===== config.mk =====
export PLATFORM = sky130hd
export DESIGN_NAME = pipe_hazard_ctrl
export DESIGN_NICKNAME = d
export VERILOG_FILES = /design/src/rtl/pipe_pkg.sv /design/src/rtl/hz_scoreboard.sv /design/src/rtl/pipe_hazard_ctrl.sv
export SDC_FILE = /design/constraint.sdc
export NUM_CORES = 1
export LEC_CHECK = 0
export CAP_MARGIN = 20
export CORE_ASPECT_RATIO = 0.7
export CORE_MARGIN = 4
export CORE_UTILIZATION = 45
export DETAILED_ROUTE_END_ITERATION = 10
export GPL_TIMING_DRIVEN = 0
export PLACE_DENSITY = 0.76
export REMOVE_ABC_BUFFERS = 1
export SLEW_MARGIN = 20
export SYNTH_ARGS = -nofsm -noshare
export SYNTH_HDL_FRONTEND = slang
export SYNTH_SLANG_ARGS = --single-unit

===== constraint.sdc =====
create_clock -name clk -period 2.05 [get_ports clk]
set_clock_uncertainty 0.05 [all_clocks]
set_input_delay 0.205 -clock clk [delete_from_list [all_inputs] [get_ports clk]]
set_output_delay 0.205 -clock clk [all_outputs]
set_load 0.005 [all_outputs]

===== src/rtl/pipe_pkg.sv =====
// Shared types and constants for the pipeline hazard/flush sequencer.
package pipe_pkg;

    localparam int REG_AW_DEFAULT = 6;

    localparam int SB_EX    = 0;
    localparam int SB_MEM   = 1;
    localparam int SB_WB    = 2;
    localparam int SB_DEPTH = 3;

    typedef enum logic [1:0] {
        S_INIT,
        S_RUN,
        S_STALL
    } state_e;

endpackage


===== src/rtl/hz_scoreboard.sv =====
// Three-entry destination scoreboard (EX, MEM, WB) with two source-match ports.
module hz_scoreboard
    import pipe_pkg::*;
#(
    parameter int REG_AW = REG_AW_DEFAULT
) (
    input  logic              clk,
    input  logic              rst,
    input  logic              kill_i,
    input  logic              push_v_i,
    input  logic [REG_AW-1:0] push_rd_i,
    input  logic [REG_AW-1:0] ra_i,
    input  logic [REG_AW-1:0] rb_i,
    output logic              ra_match_o,
    output logic              rb_match_o
);

    logic [SB_DEPTH-1:0] sb_v_q;
    logic [SB_DEPTH-1:0] sb_v_d;
    logic [REG_AW-1:0]   sb_rd_q [SB_DEPTH];

    // A redirect lets the MEM instruction retire into WB but squashes EX.
    always_comb begin
        sb_v_d         = '0;
        sb_v_d[SB_WB]  = sb_v_q[SB_MEM];
        sb_v_d[SB_MEM] = sb_v_q[SB_EX] & ~kill_i;
        sb_v_d[SB_EX]  = push_v_i;
    end

    // NOTE: sequential state uses non-blocking assignments so every register
    // samples the pre-edge values regardless of statement order.
    always_ff @(posedge clk) begin
        if (rst) begin
            sb_v_q <= '0;
        end else begin
            sb_v_q <= sb_v_d;
        end
    end

    // NOTE: destination fields carry no reset; they are qualified by sb_v_q,
    // so clearing them would only add reset fan-out.
    always_ff @(posedge clk) begin
        sb_rd_q[SB_WB]  <= sb_rd_q[SB_MEM];
        sb_rd_q[SB_MEM] <= sb_rd_q[SB_EX];
        sb_rd_q[SB_EX]  <= push_rd_i;
    end

    always_comb begin
        ra_match_o = 1'b0;
        rb_match_o = 1'b0;
        for (int i = 0; i < SB_DEPTH; i++) begin
            if (sb_v_q[i] && (sb_rd_q[i] == ra_i)) ra_match_o = 1'b1;
            if (sb_v_q[i] && (sb_rd_q[i] == rb_i)) rb_match_o = 1'b1;
        end
    end

endmodule


===== src/rtl/pipe_hazard_ctrl.sv =====
// Hazard stall and branch-flush sequencer for a 5-stage pipeline without forwarding.
module pipe_hazard_ctrl
    import pipe_pkg::*;
#(
    parameter int REG_AW = REG_AW_DEFAULT,
    parameter int CNT_W  = 32
) (
    input  logic              clk,
    input  logic              rst,
    input  logic [REG_AW-1:0] id_rs,
    input  logic [REG_AW-1:0] id_rt,
    input  logic              id_uses_rs,
    input  logic              id_uses_rt,
    input  logic [REG_AW-1:0] id_rd,
    input  logic              id_regwrite,
    input  logic              mem_redirect,
    output logic              pc_we,
    output logic              ifid_we,
    output logic              ifid_flush,
    output logic              idex_bubble,
    output logic              exmem_flush,
    output logic              stall,
    output logic [1:0]        stall_cnt,
    output logic [CNT_W-1:0]  stall_cycles,
    output logic [CNT_W-1:0]  flush_events
);

    state_e           state_q;
    logic             id_valid_q;
    logic [1:0]       stall_cnt_q;
    logic [CNT_W-1:0] stall_cycles_q;
    logic [CNT_W-1:0] flush_events_q;

    logic rs_match;
    logic rt_match;
    logic running;
    logic redirect;
    logic hz;
    logic push_v;

    assign running  = (state_q == S_RUN) || (state_q == S_STALL);
    assign redirect = running & mem_redirect;
    // WB counts as a source because the register file writes at the edge.
    assign hz       = running & id_valid_q &
                      ((id_uses_rs & rs_match) | (id_uses_rt & rt_match));
    assign push_v   = running & ~mem_redirect & ~hz & id_valid_q & id_regwrite;

    hz_scoreboard #(
        .REG_AW (REG_AW)
    ) u_scoreboard (
        .clk        (clk),
        .rst        (rst),
        .kill_i     (redirect),
        .push_v_i   (push_v),
        .push_rd_i  (id_rd),
        .ra_i       (id_rs),
        .rb_i       (id_rt),
        .ra_match_o (rs_match),
        .rb_match_o (rt_match)
    );

    // NOTE: every output gets a default before the branches so no path
    // leaves one unassigned and infers a latch.
    always_comb begin
        pc_we       = 1'b0;
        ifid_we     = 1'b0;
        ifid_flush  = 1'b0;
        idex_bubble = 1'b0;
        exmem_flush = 1'b0;
        stall       = 1'b0;
        if (rst) begin
            ifid_flush  = 1'b1;
            idex_bubble = 1'b1;
            exmem_flush = 1'b1;
        end else if (state_q == S_INIT) begin
            pc_we       = 1'b1;
            ifid_we     = 1'b1;
            idex_bubble = 1'b1;
            exmem_flush = 1'b1;
        end else if (mem_redirect) begin
            pc_we       = 1'b1;
            ifid_flush  = 1'b1;
            idex_bubble = 1'b1;
            exmem_flush = 1'b1;
        end else if (hz) begin
            idex_bubble = 1'b1;
            stall       = 1'b1;
        end else begin
            pc_we   = 1'b1;
            ifid_we = 1'b1;
        end
    end

    always_ff @(posedge clk) begin
        if (rst) begin
            state_q        <= S_INIT;
            id_valid_q     <= 1'b0;
            stall_cnt_q    <= '0;
            stall_cycles_q <= '0;
            flush_events_q <= '0;
        end else begin
            case (state_q)
                S_INIT: begin
                    id_valid_q <= 1'b1;
                    state_q    <= S_RUN;
                end
                default: begin
                    if (mem_redirect) begin
                        id_valid_q     <= 1'b0;
                        state_q        <= S_RUN;
                        stall_cnt_q    <= '0;
                        flush_events_q <= flush_events_q + CNT_W'(1);
                    end else if (hz) begin
                        state_q        <= S_STALL;
                        stall_cnt_q    <= stall_cnt_q + 2'd1;
                        stall_cycles_q <= stall_cycles_q + CNT_W'(1);
                    end else begin
                        id_valid_q  <= 1'b1;
                        state_q     <= S_RUN;
                        stall_cnt_q <= '0;
                    end
                end
            endcase
        end
    end

    assign stall_cnt    = rst ? 2'd0 : stall_cnt_q;
    assign stall_cycles = stall_cycles_q;
    assign flush_events = flush_events_q;

endmodule


==> run_results.csv, run 1 <==
group,metric,value,unit
clocking,path_clk_slew,0.06,ns
synth,dominantRegCellSynth,"dfxtp_1",
detailed_routing,drc,0,
placement,post-dp-hpwl,7610,µm
detailed_routing,via_per_inst,5.53,
power_and_ir_drop,power_frac_seq,48.7,%
detailed_routing,dr.pass1.iters,4,
timing,slew_violations,0,
clocking,clockBufferDepth,2,
clocking,numCtsBuffers,9,
flow_run,max-cap-violations,0,
power_and_ir_drop,switching_share,22.3,%
die,die_area,11000,µm²
die,rows,29,
synth,synth_top_area_cell,"dfxtp_1",
power_and_ir_drop,power_density,562,nW/µm²
worst_setup_path,crit_chain,"xnor2_1 > nand4_1 > nor4_4 > buf_4 > o311ai_4 > buf_6 > a211oi_4 > buf_12 > a21oi_2 > a31o_2",
timing,rsz0062_at_grt,"true",
synth,synth_top_cells_by_area,"dfxtp_1 (43%), xnor2_1 (8.1%), xor2_1 (7.7%)",
timing,slew_headroom,44.3,%
power_and_ir_drop,internal_power,0.00288,W
placement,gp_congestion,0.861,
detailed_routing,vias,4023,
detailed_routing,wl_per_cell,17.8,µm
global_routing,overflow,0,
timing,setup_slack,-0.326,ns
outcome,status,"finished with violations",
synth,synth.most_common_cell,"dfxtp_1",
synth,yosys_warnings,0,
die,io-pin-count,96,
synth,netlist_top_cells_count,"dfxtp_1 (90), nor2_1 (51), xnor2_1 (39)",
synth,synth_seq_area_share,42.9,%
power_and_ir_drop,combPwrFrac,7.2,%
global_routing,grt_usage,21.9,%
worst_setup_path,cp-end-kind,"flip-flop",
synth,synth.avg_cell_area,9.17,µm²
detailed_routing,drt_iter0_drc,320,
power_and_ir_drop,peakVddDrop,0.359,mV
timing,max_freq,421,MHz
power_and_ir_drop,clockPowerShare,44.1,%
worst_setup_path,crit_arrival,2.56,ns
die,core_region_area,9070,µm²
placement,portBuffers,95,
clocking,cts_max_level,3,
clocking,cts_sinks,90,
clocking,clock_latency,0.34,ns
synth,yosysUniqueCellTypes,48,
worst_setup_path,required,2.23,ns
synth,yosysTopAreaCellShare,42.9,%
clocking,cts_tree,"built",
worst_setup_path,critPathMaxStageDelay,0.40,ns
synth,synth_edf_count,0,
die,start_util,46.3,%
global_routing,antenna_found_initial,0,
worst_hold_path,min_path_type,"in2reg",
global_routing,grt_pass1_wl,18600,µm
timing,worstMarginPinSlew,0.836,ns
detailed_routing,wirelength,13000,µm
worst_setup_path,startpoint_type,"flip-flop",
cells_and_area,finalNetCount,625,
timing,hold_viol_final,0,
clocking,postCtsHoldBufs,0,
cells_and_area,insertedDiodeCount,0,
power_and_ir_drop,switching_power,0.000824,W
synth,async_flop_share,0,%
detailed_routing,ant_nets,0,
cells_and_area,syn_to_final_growth,56.9,%
cells_and_area,drive_above_1_share,32.0,%
outcome,violations,"negative setup slack",
worst_setup_path,path_max_fanout,9,
timing,setup_viol,36,
clocking,cts-root-buf,"clkbuf_16",
worst_setup_path,critPathSlowestCell,"dfxtp_1",
global_routing,grt_max_degree,77,
die,fp.dieW,123,µm
synth,ys_seq_elements,90,
worst_setup_path,crit_type,"reg2reg",
timing,holdWs,0.256,ns
power_and_ir_drop,leakagePower,2.26,nW
die,chipHeight,88.8,µm
timing,min_period,2.38,ns
global_routing,grt_pass1_vias,3704,
placement,preCtsSetupSlack,-1.29,ns
synth,synth_cells,458,
timing,min_period_over_period,116,%
synth,syn_area,4200,µm²
-- power by group through the flow --
stage | registers, W | clock network (W) | logic, W
after floorplan | 0.00183 | 0 | 0.0000882
after global placement | 0.00184 | 0 | 0.000200
after detailed placement | 0.00184 | 0 | 0.000204
after CTS | 0.00181 | 0.00166 | 0.000239
after global routing | 0.00181 | 0.00174 | 0.000280
final | 0.00181 | 0.00163 | 0.000265
-- worst max-delay path: cells and delay by family (launching register included) --
kind | cells | cell delay [ns]
simple gates | 2 | 0.46
compound gates | 4 | 0.64
flops | 1 | 0.40
buf+inv | 3 | 0.57
xor+xnor | 1 | 0.15
-- layer usage --
layer / wire [µm] / share of wire [%] / global-route usage, %
met1: 5760 / 44 / 29.8
met2: 6010 / 46 / 34.0
met3: 863 / 6.7 / 4.98
met4: 328 / 2.5 / 9.05
met5: 0 / 0 / 0
-- kinds of logic (layout without fill, tap and decap cells) --
logic type / after synthesis / count (layout) / share of synthesized area [%]
adders and majority gates: 3 / 3 / 0.893
buffers and inverters: 30 / 175 / 3.28
and+or+nand+nor: 184 / 184 / 24.1
xor gates and xnor gates: 76 / 76 / 15.8
AOI/OAI and AO/OA: 72 / 72 / 12.2
muxes: 3 / 3 / 0.744
DFF: 90 / 90 / 42.9
-- area by class of cell --
class,instances,area (µm²)
Multi-Input combinational cell,338,2880
Fill cell,618,2480
Sequential cell,90,1850
Timing Repair Buffer,142,1350
Clock buffer,15,298
Tap cell,124,155
Inverter,17,63.8
Clock inverter,1,5.00
-- sequential cells by signal (all words and copies together), names as in the netlist --
register              count
flush_events             32
id_valid_q                1
stall_cnt_q               2
stall_cycles             32
state_q                   2
u_scoreboard.sb_rd_q     18
u_scoreboard.sb_v_q       3
-- cell usage in the layout (no fill, tap or decap), drive strengths merged, types with 12 or more instances in the layout --
cell	netlist	layout
or3	16	16
xor2	37	37
inv	17	17
clkbuf	12	16
nand3	18	18
o21ai	19	19
clkdlybuf4s50	0	76
nand2	23	23
and3	13	13
xnor2	39	39
buf	1	51
a21oi	25	25
dlygate4sd2	0	12
dfxtp	90	90
nand4	23	23
nor2	51	51
-- through the flow --
| step | total power (W) | util, % | TNS (ns) | area [µm²] | instances |
|---|---|---|---|---|---|
| final | 0.00370 | 72.7 | -6.50 | 6590 | 727 |
| after global routing | 0.00383 | 72.7 | -10.00 | 6590 | 727 |
| after CTS | 0.00370 | 68.0 | -6.32 | 6170 | 711 |
| after detailed placement | 0.00204 | 57.7 | -46.65 | 5230 | 664 |
| after global placement | 0.00204 | 57.7 | -80.49 | 5230 | 664 |
| after floorplan | 0.00192 | - | -3.11 | 4130 | 445 |
-- worst paths after layout --
| check | from | to | slack (ns) | cells after the start |
|---|---|---|---|---|
| max reg2reg | u_scoreboard.sb_rd_q[0][2] | stall_cycles[13] | -0.33 | 10 |
| min reg2reg | u_scoreboard.sb_rd_q[0][4] | u_scoreboard.sb_rd_q[0][10] | 0.32 | 0 |
| min | id_rd[4] | u_scoreboard.sb_rd_q[0][4] | 0.26 | 1 |
| max | u_scoreboard.sb_rd_q[0][2] | stall_cycles[13] | -0.33 | 10 |
-- timing repair --
item | in CTS | in global routing
pin swaps | 42 | 41
gates resized for setup | 112 | 73
setup endpoints to repair | 67 | 50
buffers inserted | 31 | 18
(Power assumes the default switching activity.)
==> run 2: changes to the inputs <==
ABC_AREA = 0   (was default)
PLACE_DENSITY = default   (was 0.76)
PLACE_DENSITY_LB_ADDON = 0.1   (was default)
==> run_results.csv, run 2 (same netlist as run 1, synthesis figures left out) <==
group,metric,value,unit
timing,rsz0062_at_grt,"true",
timing,setup_viol,36,
worst_setup_path,crit_arrival,2.50,ns
worst_setup_path,path_max_fanout,3,
die,rows,29,
cells_and_area,multi_input_area,2900,µm²
outcome,violations,"negative setup slack",
flow_run,max-cap-violations,0,
worst_hold_path,holdPathEnd,"flush_events[31]",
detailed_routing,drt_iter0_drc,201,
detailed_routing,dr.pass1.iters,4,
cells_and_area,drive_above_1_share,33.2,%
worst_setup_path,crit_start,"u_scoreboard.sb_rd_q[0][0]",
cells_and_area,final_common_cell,"clkdlybuf4s50_1",
die,io-pin-count,96,
clocking,cts_sinks,90,
detailed_routing,ant_nets,0,
global_routing,grt_max_degree,54,
worst_setup_path,r2r_start,"u_scoreboard.sb_rd_q[0][0]",
clocking,numCtsBuffers,9,
cells_and_area,seq_area,1850,µm²
timing,worstMarginPinSlew,0.511,ns
worst_setup_path,critPathSlowestCell,"or4_4",
timing,min_period_over_period,113,%
worst_hold_path,hold_depth,2,
cells_and_area,finalNetCount,639,
power_and_ir_drop,power_density,553,nW/µm²
timing,hold_viol_final,0,
global_routing,antenna_found_initial,0,
timing,slew_headroom,65.8,%
detailed_routing,wirelength,12300,µm
placement,dpl_cell_area,5250,µm²
global_routing,overflow,0,
worst_setup_path,worstRegToRegCells,8,
timing,min_period,2.32,ns
placement,gp_congestion,0.844,
timing,slew_violations,0,
worst_setup_path,startpoint_type,"flip-flop",
worst_setup_path,cp-end-kind,"flip-flop",
cells_and_area,syn_to_final_growth,61.4,%
clocking,clockBufferDepth,2,
die,chipHeight,88.8,µm
power_and_ir_drop,total_power,0.00375,W
timing,setup_slack,-0.266,ns
die,start_util,46.3,%
cells_and_area,nFillCells,634,
power_and_ir_drop,peakVddDrop,0.434,mV
die,fp.dieW,123,µm
placement,portBuffers,95,
detailed_routing,wl_per_cell,16.6,µm
die,die_area,11000,µm²
worst_setup_path,reg2reg_to,"stall_cycles[17]",
worst_setup_path,reg2reg_slack,-0.27,ns
outcome,status,"finished with violations",
worst_setup_path,required,2.24,ns
clocking,postCtsHoldBufs,0,
detailed_routing,vias,3911,
timing,holdWs,0.163,ns
detailed_routing,drc,0,
clocking,cts_max_level,3,
cells_and_area,insertedDiodeCount,0,
worst_hold_path,hp-start,"rst",
worst_setup_path,critPathMaxStageDelay,0.41,ns
worst_setup_path,crit_type,"reg2reg",
cells_and_area,postLayoutCoreUtil,74.7,%
worst_hold_path,min_path_type,"in2reg",
global_routing,grt_pass1_vias,3714,
timing,max_freq,432,MHz
worst_setup_path,crit_chain,"xnor2_1 > nand4_1 > nor4_4 > o31a_4 > o21ai_4 > buf_6 > or4_4 > mux2_4",
die,core_region_area,9070,µm²
detailed_routing,via_per_inst,5.28,
clocking,path_clk_slew,0.07,ns
clocking,clock_latency,0.35,ns
global_routing,grt_usage,22.2,%
clocking,cts-root-buf,"clkbuf_16",
global_routing,grt_pass1_wl,18700,µm
cells_and_area,finish.instance_area,6780,µm²
cells_and_area,final_cell_mix,"clkdlybuf4s50_1 (75), dfxtp_1 (65), nor2_1 (50), buf_4 (33), xnor2_1 (31)",
placement,post-dp-hpwl,7440,µm
power_and_ir_drop,leakagePower,2.34,nW
clocking,cts_tree,"built",
-- run 2: cell count changes in the layout (fill, tap and decap cells not counted), moves of 3 or more --
cell and delta:
xor2_1 +3, xor2_2 -3, clkbuf_8 -5, buf_6 +12, a21oi_1 -3
-- run 2: layout make-up --
| class | count | area share [%] |
|---|---|---|
| clock inverter | 7 | 1.14 |
| timing repair buffer | 156 | 22.3 |
| inverter | 17 | 0.941 |
| sequential | 90 | 27.3 |
| tap | 124 | 2.29 |
| multi-input combinational | 338 | 42.7 |
| clock buffer | 9 | 3.32 |
-- run 2: layer usage --
metal  global-route usage, %  vias to the layer above  part of all wire [%]
met5                       0                        -                     0
met4                    4.12                        0                   1.7
met3                    6.52                       21                   3.8
met2                    38.0                       73                    50
met1                    28.2                     1905                    44
li1                        -                     1912                     -
-- run 2: timing repair --
action,4_1_cts,5_1_grt
gates resized for setup,137,66
pin swaps,58,45
setup buffers,40,21
setup endpoints to repair,67,49
cloned,1,0
-- run 2: worst max path at each step --
stage | cells after the start | to | slack, ns
finish | 8 | stall_cycles[17] | -0.27
global route | 10 | stall_cycles[7] | -0.36
CTS | 9 | stall | -0.33
detailed placement | 8 | flush_events[31] | -1.38
global placement | 5 | stall | -2.21
floorplan | 9 | flush_events[31] | -0.41
-- run 2: stage by stage --
stage | setup TNS (ns) | instances | setup slack [ns]
after floorplan | -3.11 | 445 | -0.411
after global placement | -84.92 | 664 | -2.21
after detailed placement | -46.40 | 665 | -1.38
after CTS | -5.89 | 722 | -0.328
after global routing | -9.69 | 741 | -0.357
final | -5.57 | 741 | -0.266
-- run 2: critical path: cells and delay by family (launching register included) --
| family | cells | cell delay, ns |
|---|---|---|
| buffers and inverters | 1 | 0.14 |
| AO/OA/AOI/OAI | 2 | 0.32 |
| flip-flops | 1 | 0.36 |
| multiplexers | 1 | 0.31 |
| XOR/XNOR | 1 | 0.14 |
| AND/OR/NAND/NOR | 3 | 0.88 |
-- run 2: where the power goes --
part           internal (W)  switching (W)  leakage [nW]  total [W]
clock network      0.000955       0.000730         0.146    0.00169
logic              0.000127       0.000139          1.45   0.000266
registers           0.00177      0.0000330         0.740    0.00180
